===== src/rtl/mem_arbiter.sv =====
// Single-outstanding arbiter sharing the memory controller among LSB, IF and optional PF (MEM_ARB_PREFETCH_EN).
// Grant one cycle after request; dn_* held until dn_commit; one GAP cycle after each completion or roll.
module mem_arbiter #(
  parameter int AGE_MAX = 4
) (
  input  logic        clk,
  input  logic        rst,
  input  logic        rdy,
  input  logic        roll,
  input  logic        io_buffer_full,
  input  logic        lsb_flag,
  input  logic        lsb_type,
  input  logic [31:0] lsb_addr,
  input  logic [2:0]  lsb_len,
  input  logic [31:0] lsb_data,
  output logic        lsb_commit,
  output logic [31:0] lsb_val,
  input  logic        if_flag,
  input  logic [31:0] if_addr,
  output logic        if_commit,
  output logic [31:0] if_data,
  input  logic        pf_flag,
  input  logic [31:0] pf_addr,
  output logic        pf_commit,
  output logic [31:0] pf_data,
  output logic        dn_flag,
  output logic        dn_type,
  output logic [31:0] dn_addr,
  output logic [2:0]  dn_len,
  output logic [31:0] dn_data,
  input  logic        dn_commit,
  input  logic [31:0] dn_val
);
  localparam int AW = $clog2(AGE_MAX + 1);

  typedef enum logic [1:0] {IDLE, BUSY, GAP} state_t;
  typedef enum logic [1:0] {OWN_LSB, OWN_IF, OWN_PF} owner_t;

  state_t        state;
  owner_t        owner;
  logic [AW-1:0] age;

  logic lsb_ok, if_ok, pf_ok, if_force, store_busy;

  // IO space (addr[17:16]==3) cannot be issued while the IO buffer is full
  assign lsb_ok     = lsb_flag && !((lsb_addr[17:16] == 2'b11) && io_buffer_full);
  assign if_ok      = if_flag;
  assign if_force   = if_ok && (age == AW'(AGE_MAX));
  assign store_busy = (owner == OWN_LSB) && dn_type;

`ifdef MEM_ARB_PREFETCH_EN
  assign pf_ok = pf_flag;
`else
  logic pf_unused;
  assign pf_unused = ^{pf_flag, pf_addr};
  assign pf_ok     = 1'b0;
  assign pf_commit = 1'b0;
  assign pf_data   = '0;
`endif

  always_ff @(posedge clk or posedge rst) begin
    if (rst) begin
      state      <= IDLE;
      owner      <= OWN_LSB;
      age        <= '0;
      dn_flag    <= 1'b0;
      dn_type    <= 1'b0;
      dn_addr    <= '0;
      dn_len     <= '0;
      dn_data    <= '0;
      lsb_commit <= 1'b0;
      lsb_val    <= '0;
      if_commit  <= 1'b0;
      if_data    <= '0;
`ifdef MEM_ARB_PREFETCH_EN
      pf_commit  <= 1'b0;
      pf_data    <= '0;
`endif
    end else begin
      lsb_commit <= 1'b0;
      if_commit  <= 1'b0;
`ifdef MEM_ARB_PREFETCH_EN
      pf_commit  <= 1'b0;
`endif
      if (rdy) begin
        case (state)
          IDLE: begin
            age <= '0;
            if (roll) begin
              state <= GAP;
            end else if (if_force || (if_ok && !lsb_ok)) begin
              state   <= BUSY;
              owner   <= OWN_IF;
              dn_flag <= 1'b1;
              dn_type <= 1'b0;
              dn_addr <= if_addr;
              dn_len  <= 3'd4;
              dn_data <= '0;
            end else if (lsb_ok) begin
              state   <= BUSY;
              owner   <= OWN_LSB;
              dn_flag <= 1'b1;
              dn_type <= lsb_type;
              dn_addr <= lsb_addr;
              dn_len  <= lsb_len;
              dn_data <= lsb_data;
              if (if_flag)
                age <= (age == AW'(AGE_MAX)) ? age : age + AW'(1);
            end else if (pf_ok) begin
              state   <= BUSY;
              owner   <= OWN_PF;
              dn_flag <= 1'b1;
              dn_type <= 1'b0;
              dn_addr <= pf_addr;
              dn_len  <= 3'd4;
              dn_data <= '0;
            end
          end
          BUSY: begin
            if (roll)
              age <= '0;
            // a roll cancels speculative reads; an issued store must still complete
            if (roll && !store_busy) begin
              dn_flag <= 1'b0;
              state   <= GAP;
            end else if (dn_commit) begin
              dn_flag <= 1'b0;
              state   <= GAP;
              case (owner)
                OWN_IF: begin
                  if_commit <= 1'b1;
                  if_data   <= dn_val;
                end
`ifdef MEM_ARB_PREFETCH_EN
                OWN_PF: begin
                  pf_commit <= 1'b1;
                  pf_data   <= dn_val;
                end
`endif
                default: begin
                  lsb_commit <= 1'b1;
                  lsb_val    <= dn_val;
                end
              endcase
            end
          end
          GAP: begin
            if (roll)
              age <= '0;
            state <= roll ? GAP : IDLE;
          end
          default: state <= IDLE;
        endcase
      end
    end
  end
endmodule


===== config.mk =====
export PLATFORM = sky130hd
export DESIGN_NAME = mem_arbiter
export DESIGN_NICKNAME = d
export VERILOG_FILES = /design/src/rtl/mem_arbiter.sv
export SDC_FILE = /design/constraint.sdc
export NUM_CORES = 1
export LEC_CHECK = 0
export ABC_AREA = 1
export CAP_MARGIN = 20
export CORE_ASPECT_RATIO = 0.75
export CORE_MARGIN = 2
export CORE_UTILIZATION = 39
export DETAILED_ROUTE_END_ITERATION = 10
export PLACE_DENSITY_LB_ADDON = 0.12
export RECOVER_POWER = 50
export SYNTH_ARGS = -nofsm -noshare
export SYNTH_HDL_FRONTEND = slang
export SYNTH_SLANG_ARGS = --single-unit

===== constraint.sdc =====
create_clock -name clk -period 6.1 [get_ports clk]
set_input_delay 1.83 -clock clk [delete_from_list [all_inputs] [get_ports clk]]
set_output_delay 1.83 -clock clk [all_outputs]
set_load 0.005 [all_outputs]

==> summary.md, run 1 <==
| Metric | Value |
|---|---|
| Status | `complete, but fails checks` |
| Failing checks | `capacitance limit, slew limit` |
| First DRT Iteration DRCs | `346` |
| Critical Path Source Type | `input port` |
| Post-CTS sizing | `0` |
| Max-Cap Viols | `4` |
| Routability Congestion | `about 0.78` |
| CP cell instances | `dlygate4sd3_1 > nand2_1 > nor2_1 > nand3_2 > clkbuf_1 > o21ai_0` |
| Grt ovf | `0` |
| Synth Instances | `~750` |
| Top cells by area, synth | `dfrtp_1, nand2_1, o21ai_0` |
| Routed len/inst | `between 10 and 15 um` |
| CP max stage delay | `1750 ps` |
| Slew Limit Headroom | `-64.7%` |
| Largest net degree at the start of global routing | `82` |
| Hold Buf Count CTS | `0` |
| Core area | `approximately 16,000 um2` |
| Ports | `341` |
| Fin crit period | `between 4000 and 5000 ps` |
| Sequential Power Share | `37.4%` |
| CP Buf/Inv Count | `2` |
| Area Growth Syn to Fin | `53.3%` |
| NumNets Final | `roughly 1,200` |
| Final wirelength | `roughly 17,000 um` |
| Part of the power in the clock network | `between 20% and 30%` |
| Antenna cells | `0` |
| GR Util met2 | `31.2%` |
| H-tree levels | `4` |
| GRT Total Usage | `between 20 and 25%` |
| CP Max Fanout | `65` |
| Count of cell types in the netlist | `24` |
| Crit Path Class | `input port to flop` |
| Die W | `around 150 um` |
| Reg2Reg Launch Point | `state[1]` |
| Worst EP arrival | `approximately 4700 ps` |
| Sw Share | `just under 30%` |
| Worst Tran Pin Value | `between 2000 and 2500 ps` |
| Yosys reg bits | `around 140` |
| Critical path required time | `around 6300 ps` |
| CTS tree | `built` |
| Seq/Total Area, Yosys | `55.7%` |
| P_sw | `approximately 1200 uW` |
| Worst path slowest cell | `clkbuf_1` |
| Ys Warns | `0` |
| Lkg Pwr | `a little under 0.005 uW` |
| GR peak layer | `met2` |
| DR vias/cell | `4.49` |
| Clock Root Buffer | `clkbuf_16` |
| Crit. End Element | `flop` |
| Avg Synthesized Cell Area | `approximately 8.5 um2` |
| Pint | `about 3000 uW` |
| DRT antenna net count | `0` |
| Initial Util | `39.7%` |
| Largest delay share family, worst path | `buffers and inverters` |
| Cell area after synthesis | `6340 um2` |
| Worst R2R Path Depth | `7` |
| Worst reg2reg endpoint | `if_data[13]` |
| Commonest non-fill, non-tap cell in the layout | `nand2_1` |
| Pre-antenna DRT Iters | `5` |
| DR vias | `between 5,000 and 6,000` |
| Clk pin slew, worst setup/hold paths | `~60 ps` |
| Met1 GRT Util | `between 20% and 30%` |
| Post-DP HPWL | `11,500 um` |
| Antenna violations before repair | `0` |
| Worst hold slack | `approximately 470 ps` |
| Maximum clock path buffer count | `2` |
| Unrepaired setup endpoints after global routing | `no` |
| Fin crit share | `74.5%` |
| Setup Total Neg Slack | `0 ps` |
| Clk sinks | `about 140` |
| Fillers | `~1,400` |
| Top cell type by total area after synthesis | `dfrtp_1` |
| Most frequent cells in the layout | `nand2_1, clkdlybuf4s50_1, dfrtp_1, inv_1, o21ai_0` |
| Hold depth | `2` |
| Power Total | `between 4000 and 5000 uW` |
| Final setup violation count | `0` |
| PortBufs | `approximately 270` |
| Worst skew pair latency | `420 ps` |
| Hold Path Sink | `dn_flag` |
| TritonCTS Buffers | `17` |
| Post-synth top area share | `between 50% and 60%` |
| First-pass GRT wire length | `27,000 um` |
| Critical path launch point | `rdy` |
| PD cells | `around 440 nW/um2` |
| HP Start | `dn_flag` |
| Setup bufs post-CTS | `0` |
| Final hold violation count | `0` |
| DRC | `0` |
| Die height | `between 100 and 150 um` |
| Vias in the first global route | `5,382` |
| Share of layout cells above drive strength 1 | `under 10%` |
| FF-to-FF setup slack | `~3000 ps` |
| DIE AREA | `17,300 um2` |
| GR Layer Usage met3 | `under 10%` |
| Layout Skew | `7.76 ps` |
| Gate power share | `between 30% and 40%` |
| Worst vdd ir | `195 uV` |
| Row cnt | `40` |
| Hold Crit Class | `flop to flop` |
| Final slew viol count | `around 180` |
| Fmax | `between 0.2 and 0.25 GHz` |
## state kept, by name, summed over array words and instances, names as in the netlist, 2 cells and up
name     cells
dn_addr     32
dn_data     32
if_data     32
lsb_val     32
age          3
dn_len       3
state        2
## worst min-delay path, cell delays in order, from the launching register on
cell and delay [ps]:
dfrtp_1 340, nand2_1 50, nand2_1 40
## area by class of cell
class	count	area (um2)	share of cell area, %
inverters	84	320	3.30
multi-input cells	484	2180	22.4
repair buffers	281	2780	28.6
clock buffers	19	443	4.56
well taps	210	263	2.70
clock inverters	13	203	2.09
flip-flops and latches	141	3530	36.3
## synth_stat cells
| cell type | n |
|---|---|
| a21boi_0 | 1 |
| a21oi_1 | 2 |
| buf_2 | 19 |
| buf_4 | 37 |
| buf_6 | 2 |
| clkbuf_1 | 12 |
| conb_1 | 1 |
| dfrtp_1 | 141 |
| ha_1 | 5 |
| inv_1 | 81 |
| inv_2 | 3 |
| nand2_1 | 289 |
| nand2_2 | 1 |
| nand2_4 | 1 |
| nand3_1 | 39 |
| nand3_2 | 1 |
| nand3b_1 | 32 |
| nand4_1 | 2 |
| nor2_1 | 4 |
| nor2_2 | 1 |
| nor2_4 | 1 |
| nor2_8 | 1 |
| nor3_1 | 1 |
| o21ai_0 | 70 |
## cells by family after synthesis
family	count (synthesis)	share of synthesized area, %
AOI/OAI and AO/OA	73	5.81
adders and majority gates	5	0.987
buffers and inverters	154	11.9
DFF	141	55.7
other	1	0.0592
and+or+nand+nor	373	25.5
## worst max path at each step
stage               cells after the start  slack (ps)     endpoint
global placement                        8        1620   dn_addr[1]
CTS                                     8        2060  dn_addr[14]
global route                            6        1100  lsb_val[24]
detailed placement                      8        1630    dn_len[2]
finish                                  6        1550  lsb_val[17]
floorplan                               1         490       age[0]
## per-stage QoR
| stage | instance area, um2 | utilization (%) | worst slack, ps | instances |
|---|---|---|---|---|
| finish | 9710 | 60.8 | 1550 | 1232 |
| global route | 9710 | 60.8 | 1100 | 1232 |
| CTS | 9720 | 60.9 | 2060 | 1231 |
| detailed placement | 9080 | 56.9 | 1630 | 1199 |
| global placement | 9080 | 56.9 | 1620 | 1199 |
| floorplan | 6460 | - | 489 | 779 |
## per-layer routing
| metal | wire length (um) | part of all wire [%] | up-vias |
|---|---|---|---|
| li1 | - | - | 2764 |
| met1 | 7670 | 45 | 2533 |
| met2 | 7680 | 45 | 209 |
| met3 | 1340 | 7.9 | 30 |
| met4 | 402 | 2.4 | 0 |
| met5 | 0 | 0 | - |
## power groups by stage
| stage | sequential, uW | clock (uW) | combinational, uW |
|---|---|---|---|
| 2_1_floorplan | 1640 | 0 | 470 |
| 3_3_place_gp | 1600 | 0 | 1580 |
| 3_5_place_dp | 1600 | 0 | 1590 |
| 4_1_cts | 1600 | 1160 | 1600 |
| 5_1_grt | 1660 | 1200 | 1720 |
| 6_report | 1600 | 1130 | 1550 |
Note: power is estimated with default switching activity, not from simulation.
==> run 2, diff against run 1 <==
- clock period: 6.1 -> 4.5 ns (I/O delays scaled with it)
==> run 2 against run 1 <==
The flow still finishes with violations (capacitance limit, slew limit). Clock power increased by 23%. Register-to-register slack got worse by 660 ps. Flip-flop and latch count unchanged. Clock skew increased by 3.6 ps. Worst hold slack improved by 6.4 ps. Sequential power increased by 36%. Critical path depth increased by 1. Non-clock buffer count increased by 2. Sequential share of layout area increased by 0.13 points. Wire length decreased by 2.9%. Clock-buffer cell count decreased by 1. Combinational power increased by 37%. Critical endpoint is now dn_addr[10]. Largest power group unchanged.
==> summary.md, run 2 (synthesis results as in run 1) <==
| Metric | Value |
|---|---|
| Largest net degree at the start of global routing | `66 (-20%)` |
| DR vias | `5,532 (-0.072%)` |
| DRT antenna net count | `0 (unchanged)` |
| PortBufs | `274 (unchanged)` |
| CP Max Fanout | `35 (-46%)` |
| Most frequent cells in the layout | `nand2_1, clkdlybuf4s50_1, dfrtp_1, inv_1, o21ai_0` |
| Die W | `151 um (unchanged)` |
| Setup Total Neg Slack | `0 ps (unchanged)` |
| Lkg Pwr | `0.00479 uW (-1.3%)` |
| Routed len/inst | `13.5 um (-3.0%)` |
| Clk pin slew, worst setup/hold paths | `60 ps (about the same)` |
| Area Growth Syn to Fin | `52.8%` |
| Pre-antenna DRT Iters | `7 (+2)` |
| Slew Limit Headroom | `-7.07% (+58 points)` |
| Share of layout cells above drive strength 1 | `4.79% (+0.38 points)` |
| Crit. End Element | `flop` |
| First DRT Iteration DRCs | `273 (-21%)` |
| Fin crit period | `~3400 ps` |
| Worst skew pair latency | `420 ps (about the same)` |
| Critical path required time | `4850 ps (-1430 ps)` |
| Failing checks | `capacitance limit, slew limit` |
| Clk sinks | `141 (unchanged)` |
| DR vias/cell | `4.48 (-0.23%)` |
| Final wirelength | `16,600 um (-2.9%)` |
| Worst Tran Pin Value | `1610 ps (-865 ps)` |
| Critical Path Source Type | `input port` |
| Sw Share | `29.4% (+0.33 points)` |
| Worst vdd ir | `308 uV (+58%)` |
| Fmax | `between 0.2 and 0.3 GHz` |
| Clock Root Buffer | `clkbuf_16` |
| DRC | `0 (unchanged)` |
| Layout Skew | `11.3 ps (+3.57 ps)` |
| TritonCTS Buffers | `17 (unchanged)` |
| Final setup violation count | `0 (unchanged)` |
| CP dominant cell by count | `nand2_1` |
| GRT Total Usage | `19.8% (-0.32 points)` |
| Reg2Reg Launch Point | `state[0]` |
| Antenna cells | `0 (unchanged)` |
| Max-Cap Viols | `1 (-3)` |
| Commonest non-fill, non-tap cell in the layout | `nand2_1` |
| Register Area | `3530 um2 (unchanged)` |
| Worst EP arrival | `3740 ps (-990 ps)` |
| Maximum clock path buffer count | `2 (unchanged)` |
| NumNets Final | `1,189 (+0.17%)` |
| P_sw | `1670 uW (+34%)` |
| Core area | `16,000 um2 (unchanged)` |
| Worst R2R Path Depth | `10 (+3)` |
| Worst reg2reg endpoint | `dn_len[2]` |
| Vias in the first global route | `5,305 (-1.4%)` |
| Hold depth | `2 (unchanged)` |
| DIE AREA | `17,300 um2 (unchanged)` |
| Ports | `341 (unchanged)` |
| First-pass GRT wire length | `26,400 um (-2.2%)` |
| Final slew viol count | `34 (-81%)` |
| PD cells | `587 nW/um2 (+33%)` |
| HP Start | `dn_flag` |
| Post-CTS sizing | `0 (unchanged)` |
| Critical path launch point | `if_flag` |
| Antenna violations before repair | `0 (unchanged)` |
| Unrepaired setup endpoints after global routing | `no` |
| Final hold violation count | `0 (unchanged)` |
| Multi-input gate area | `2180 um2 (unchanged)` |
| Initial Util | `39.7% (unchanged)` |
| Pint | `4010 uW (+32%)` |
| Fillers | `1,410 (+0.50%)` |
| Sequential Power Share | `38.1% (+0.7 points)` |
| Row cnt | `40 (unchanged)` |
| Fin worst setup slack | `1120 ps (-438 ps)` |
| Setup bufs post-CTS | `0 (unchanged)` |
| Grt ovf | `0 (unchanged)` |
| CP cell instances | `clkdlybuf4s50_1 > clkbuf_1 > nand2_2 > buf_4 > nand2_1 > nand3_1 > nand2_1` |
| Routability Congestion | `0.799 (+2.4%)` |
| Post-DP HPWL | `11,700 um (+1.7%)` |
| CTS tree | `built` |
| Hold Buf Count CTS | `0 (unchanged)` |
| Hold Path Sink | `dn_flag` |
| Part of the power in the clock network | `24.5% (-1.9 points)` |
| CP max stage delay | `1160 ps (-590 ps)` |
| FF-to-FF setup slack | `2350 ps (-660 ps)` |
| Crit Path Class | `input port to flop` |
| Status | `complete, but fails checks` |
| Die height | `114 um (unchanged)` |
| Worst path slowest cell | `clkbuf_1` |
| Pre-CTS setup slack | `1070 ps (-556 ps)` |
| Worst hold slack | `475 ps (+6.44 ps)` |
| H-tree levels | `4 (unchanged)` |
| Gate power share | `37.4% (+1.2 points)` |
| Fin crit share | `approximately three quarters` |
| Hold Crit Class | `flop to flop` |
## run 2: layer usage
| metal | share of wire (%) | up-vias | track usage (%) |
|---|---|---|---|
| met4 | 2.8 | 0 | 8.29 |
| met2 | 46 | 200 | 30.8 |
| li1 | - | 2766 | - |
| met3 | 7.6 | 32 | 6.69 |
| met5 | 0 | - | 0 |
| met1 | 44 | 2534 | 25.3 |
## run 2: layout make-up
class	instances	area share, %
Multi-Input combinational cell	484	22.5
Sequential cell	141	36.4
Clock buffer	18	4.43
Tap cell	210	2.71
Clock inverter	14	1.64
Timing Repair Buffer	283	29.0
Inverter	84	3.27
## run 2: worst max path at each step
stage,to,slack (ps),cells after the start
after floorplan,age[0],1390,1
after global placement,if_data[4],1160,5
after detailed placement,if_data[6],1070,5
after CTS,if_data[30],1520,5
after global routing,lsb_val[21],880,3
final,dn_addr[10],1120,7
## run 2: power groups by stage
stage | Clock (uW) | Sequential (uW) | Combinational (uW)
floorplan | 0 | 2220 | 637
global placement | 0 | 2160 | 2130
detailed placement | 0 | 2170 | 2160
CTS | 1440 | 2170 | 2170
global route | 1490 | 2240 | 2350
finish | 1390 | 2170 | 2120
## run 2: through the flow
| stage | total power, uW | util (%) | area [um2] | cells |
|---|---|---|---|---|
| finish | 5680 | 60.6 | 9680 | 1234 |
| detailed placement | 4330 | 57.1 | 9120 | 1201 |
| global placement | 4300 | 57.1 | 9120 | 1201 |
| floorplan | 2860 | - | 6460 | 779 |
| global route | 6090 | 60.6 | 9680 | 1234 |
| CTS | 5770 | 60.8 | 9710 | 1233 |
## run 2: critical path, delay by kind of cell
| kind | cells | cell delay, ps |
|---|---|---|
| buf+inv | 3 | 1950 |
| simple gates | 4 | 400 |
==> run 3, diff against run 2 <==
- CORE_UTILIZATION: 39 -> 36
- clock period: 4.5 -> 2.7 ns (I/O delays scaled with it)
==> run 3 against run 2 <==
The flow now finishes without violations. Via count fell by 1.5%. Global-route usage down 0.40 points. Wire length up 4.9%. Setup slack worse by 660 ps. Sequential share of layout area shrank 0.41 points. Critical path type unchanged. Largest power group unchanged.
==> summary.md, run 3 (synthesis results as in run 1) <==
| Metric | Value |
|---|---|
| Lkg Pwr | `0.00483 uW (+0.88%)` |
| Post-DP HPWL | `12,400 um (+5.9%)` |
| Setup Total Neg Slack | `0 ps (unchanged)` |
| Clk pin slew, worst setup/hold paths | `60 ps (about the same)` |
| Worst vdd ir | `447 uV (+45%)` |
| Critical path required time | `2960 ps (-1890 ps)` |
| Fmax | `approximately 0.45 GHz` |
| Core Util, Final | `57.5% (-3.1 points)` |
| Layout Skew | `6.89 ps (-4.45 ps)` |
| Critical Path Source Type | `input port` |
| TritonCTS Buffers | `17 (unchanged)` |
| Final setup violation count | `0 (unchanged)` |
| First DRT Iteration DRCs | `331 (+21%)` |
| Routed len/inst | `13.8 um (+2.3%)` |
| Fin crit period | `2240 ps` |
| Cell Area, Placed | `9260 um2 (+1.6%)` |
| Grt ovf | `0 (unchanged)` |
| Commonest non-fill, non-tap cell in the layout | `nand2_1` |
| PD cells | `975 nW/um2 (+66%)` |
| Worst Tran Pin Value | `897 ps (-709 ps)` |
| Post-CTS sizing | `0 (unchanged)` |
| Core area | `17,000 um2 (+6.7%)` |
| DR vias | `5,447 (-1.5%)` |
| Slew Limit Headroom | `39.8% (+47 points)` |
| Initial Util | `37.2% (-2.5 points)` |
| Routability Congestion | `0.780 (-2.4%)` |
| Clk sinks | `141 (unchanged)` |
| NumNets Final | `1,196 (+0.59%)` |
| Pre-CTS setup slack | `81.3 ps (-990 ps)` |
| First-pass GRT wire length | `28,300 um (+7.0%)` |
| Unrepaired setup endpoints after global routing | `no` |
| Worst EP arrival | `2500 ps (-1240 ps)` |
| HP Start | `dn_addr[13]` |
| Clock Root Buffer | `clkbuf_16` |
| Die W | `157 um (+4.0%)` |
| Antenna cells | `0 (unchanged)` |
| DIE AREA | `18,700 um2 (+8.1%)` |
| H-tree levels | `4 (unchanged)` |
| Post-route cell area | `9790 um2 (+1.2%)` |
| Worst skew pair latency | `410 ps (about the same)` |
| Die height | `119 um (+3.9%)` |
| Critical path launch point | `roll` |
| Antenna violations before repair | `0 (unchanged)` |
| PortBufs | `274 (unchanged)` |
| Vias in the first global route | `5,344 (+0.74%)` |
| Max-Cap Viols | `0 (-1)` |
| Hold Crit Class | `flop to flop` |
| Largest net degree at the start of global routing | `66 (unchanged)` |
| DRT antenna net count | `0 (unchanged)` |
| Area Growth Syn to Fin | `54.5%` |
| Crit. End Element | `flop` |
| Ports | `341 (unchanged)` |
| DR vias/cell | `4.31 (-3.9%)` |
| Crit Path Class | `input port to flop` |
| Maximum clock path buffer count | `2 (unchanged)` |
| Final wirelength | `17,400 um (+4.9%)` |
| Share of layout cells above drive strength 1 | `5.15% (+0.37 points)` |
| Hold Buf Count CTS | `0 (unchanged)` |
| Pre-antenna DRT Iters | `4 (-3)` |
| Setup bufs post-CTS | `0 (unchanged)` |
| Final hold violation count | `0 (unchanged)` |
| Reg2Reg Launch Point | `state[0]` |
| CP Max Fanout | `65 (+86%)` |
| Final slew viol count | `0 (-100%)` |
| GRT Total Usage | `19.4% (-0.40 points)` |
| Worst hold slack | `474 ps (-0.694 ps)` |
| Most frequent cells in the layout | `nand2_1, clkdlybuf4s50_1, dfrtp_1, inv_1, o21ai_0` |
| Fin crit share | `approximately 83%` |
| Fin worst setup slack | `457 ps (-661 ps)` |
| Row cnt | `41 (+2.5%)` |
| DRC | `0 (unchanged)` |
| CTS tree | `built` |
| Status | `complete, no violations` |
==> run 3: worst max-delay path, stage by stage <==
cell	delay, ps
dlygate4sd3_1	590
clkbuf_1	180
nand2_1	120
nand2_2	80
clkbuf_4	530
o21ai_0	170
==> run 3: path summary, 6_finish.rpt <==
check | cells after the start | end | slack, ps
max reg2reg | 10 | dn_addr[1] | 730
min reg2reg | 2 | dn_addr[13] | 470
max in group asynchronous | 3 | dn_addr[19] | 520
min | 2 | dn_addr[13] | 470
min in group asynchronous | 2 | dn_data[7] | 990
max | 6 | if_data[18] | 460
==> run 3: per-stage QoR <==
| step | total power [uW] | instances |
|---|---|---|
| floorplan | 4770 | 779 |
| global placement | 7230 | 1235 |
| detailed placement | 7260 | 1235 |
| CTS | 9710 | 1265 |
| global route | 10200 | 1265 |
| finish | 9550 | 1265 |
==> run 3: cell type report <==
| class | instances | area [um2] |
|---|---|---|
| inverters | 84 | 317 |
| flip-flops and latches | 141 | 3530 |
| fillers | 1575 | 7240 |
| clock buffers | 17 | 425 |
| repair buffers | 290 | 2890 |
| multi-input cells | 484 | 2170 |
| well taps | 236 | 295 |
| clock inverters | 13 | 169 |
==> run 3: power breakdown <==
part	switching (uW)	total (uW)	internal [uW]
logic	1320	3560	2240
clock network	921	2370	1450
registers	528	3620	3090
total	2770	9550	6780
==> run 3: routing by layer <==
layer	GRT usage, %	wire [um]	up-vias	part of all wire, %
li1	-	-	2779	-
met5	0	0	-	0
met1	25.6	7790	2473	45
met4	6.53	285	0	1.6
met2	29.6	7910	174	45
met3	6.84	1430	21	8.2
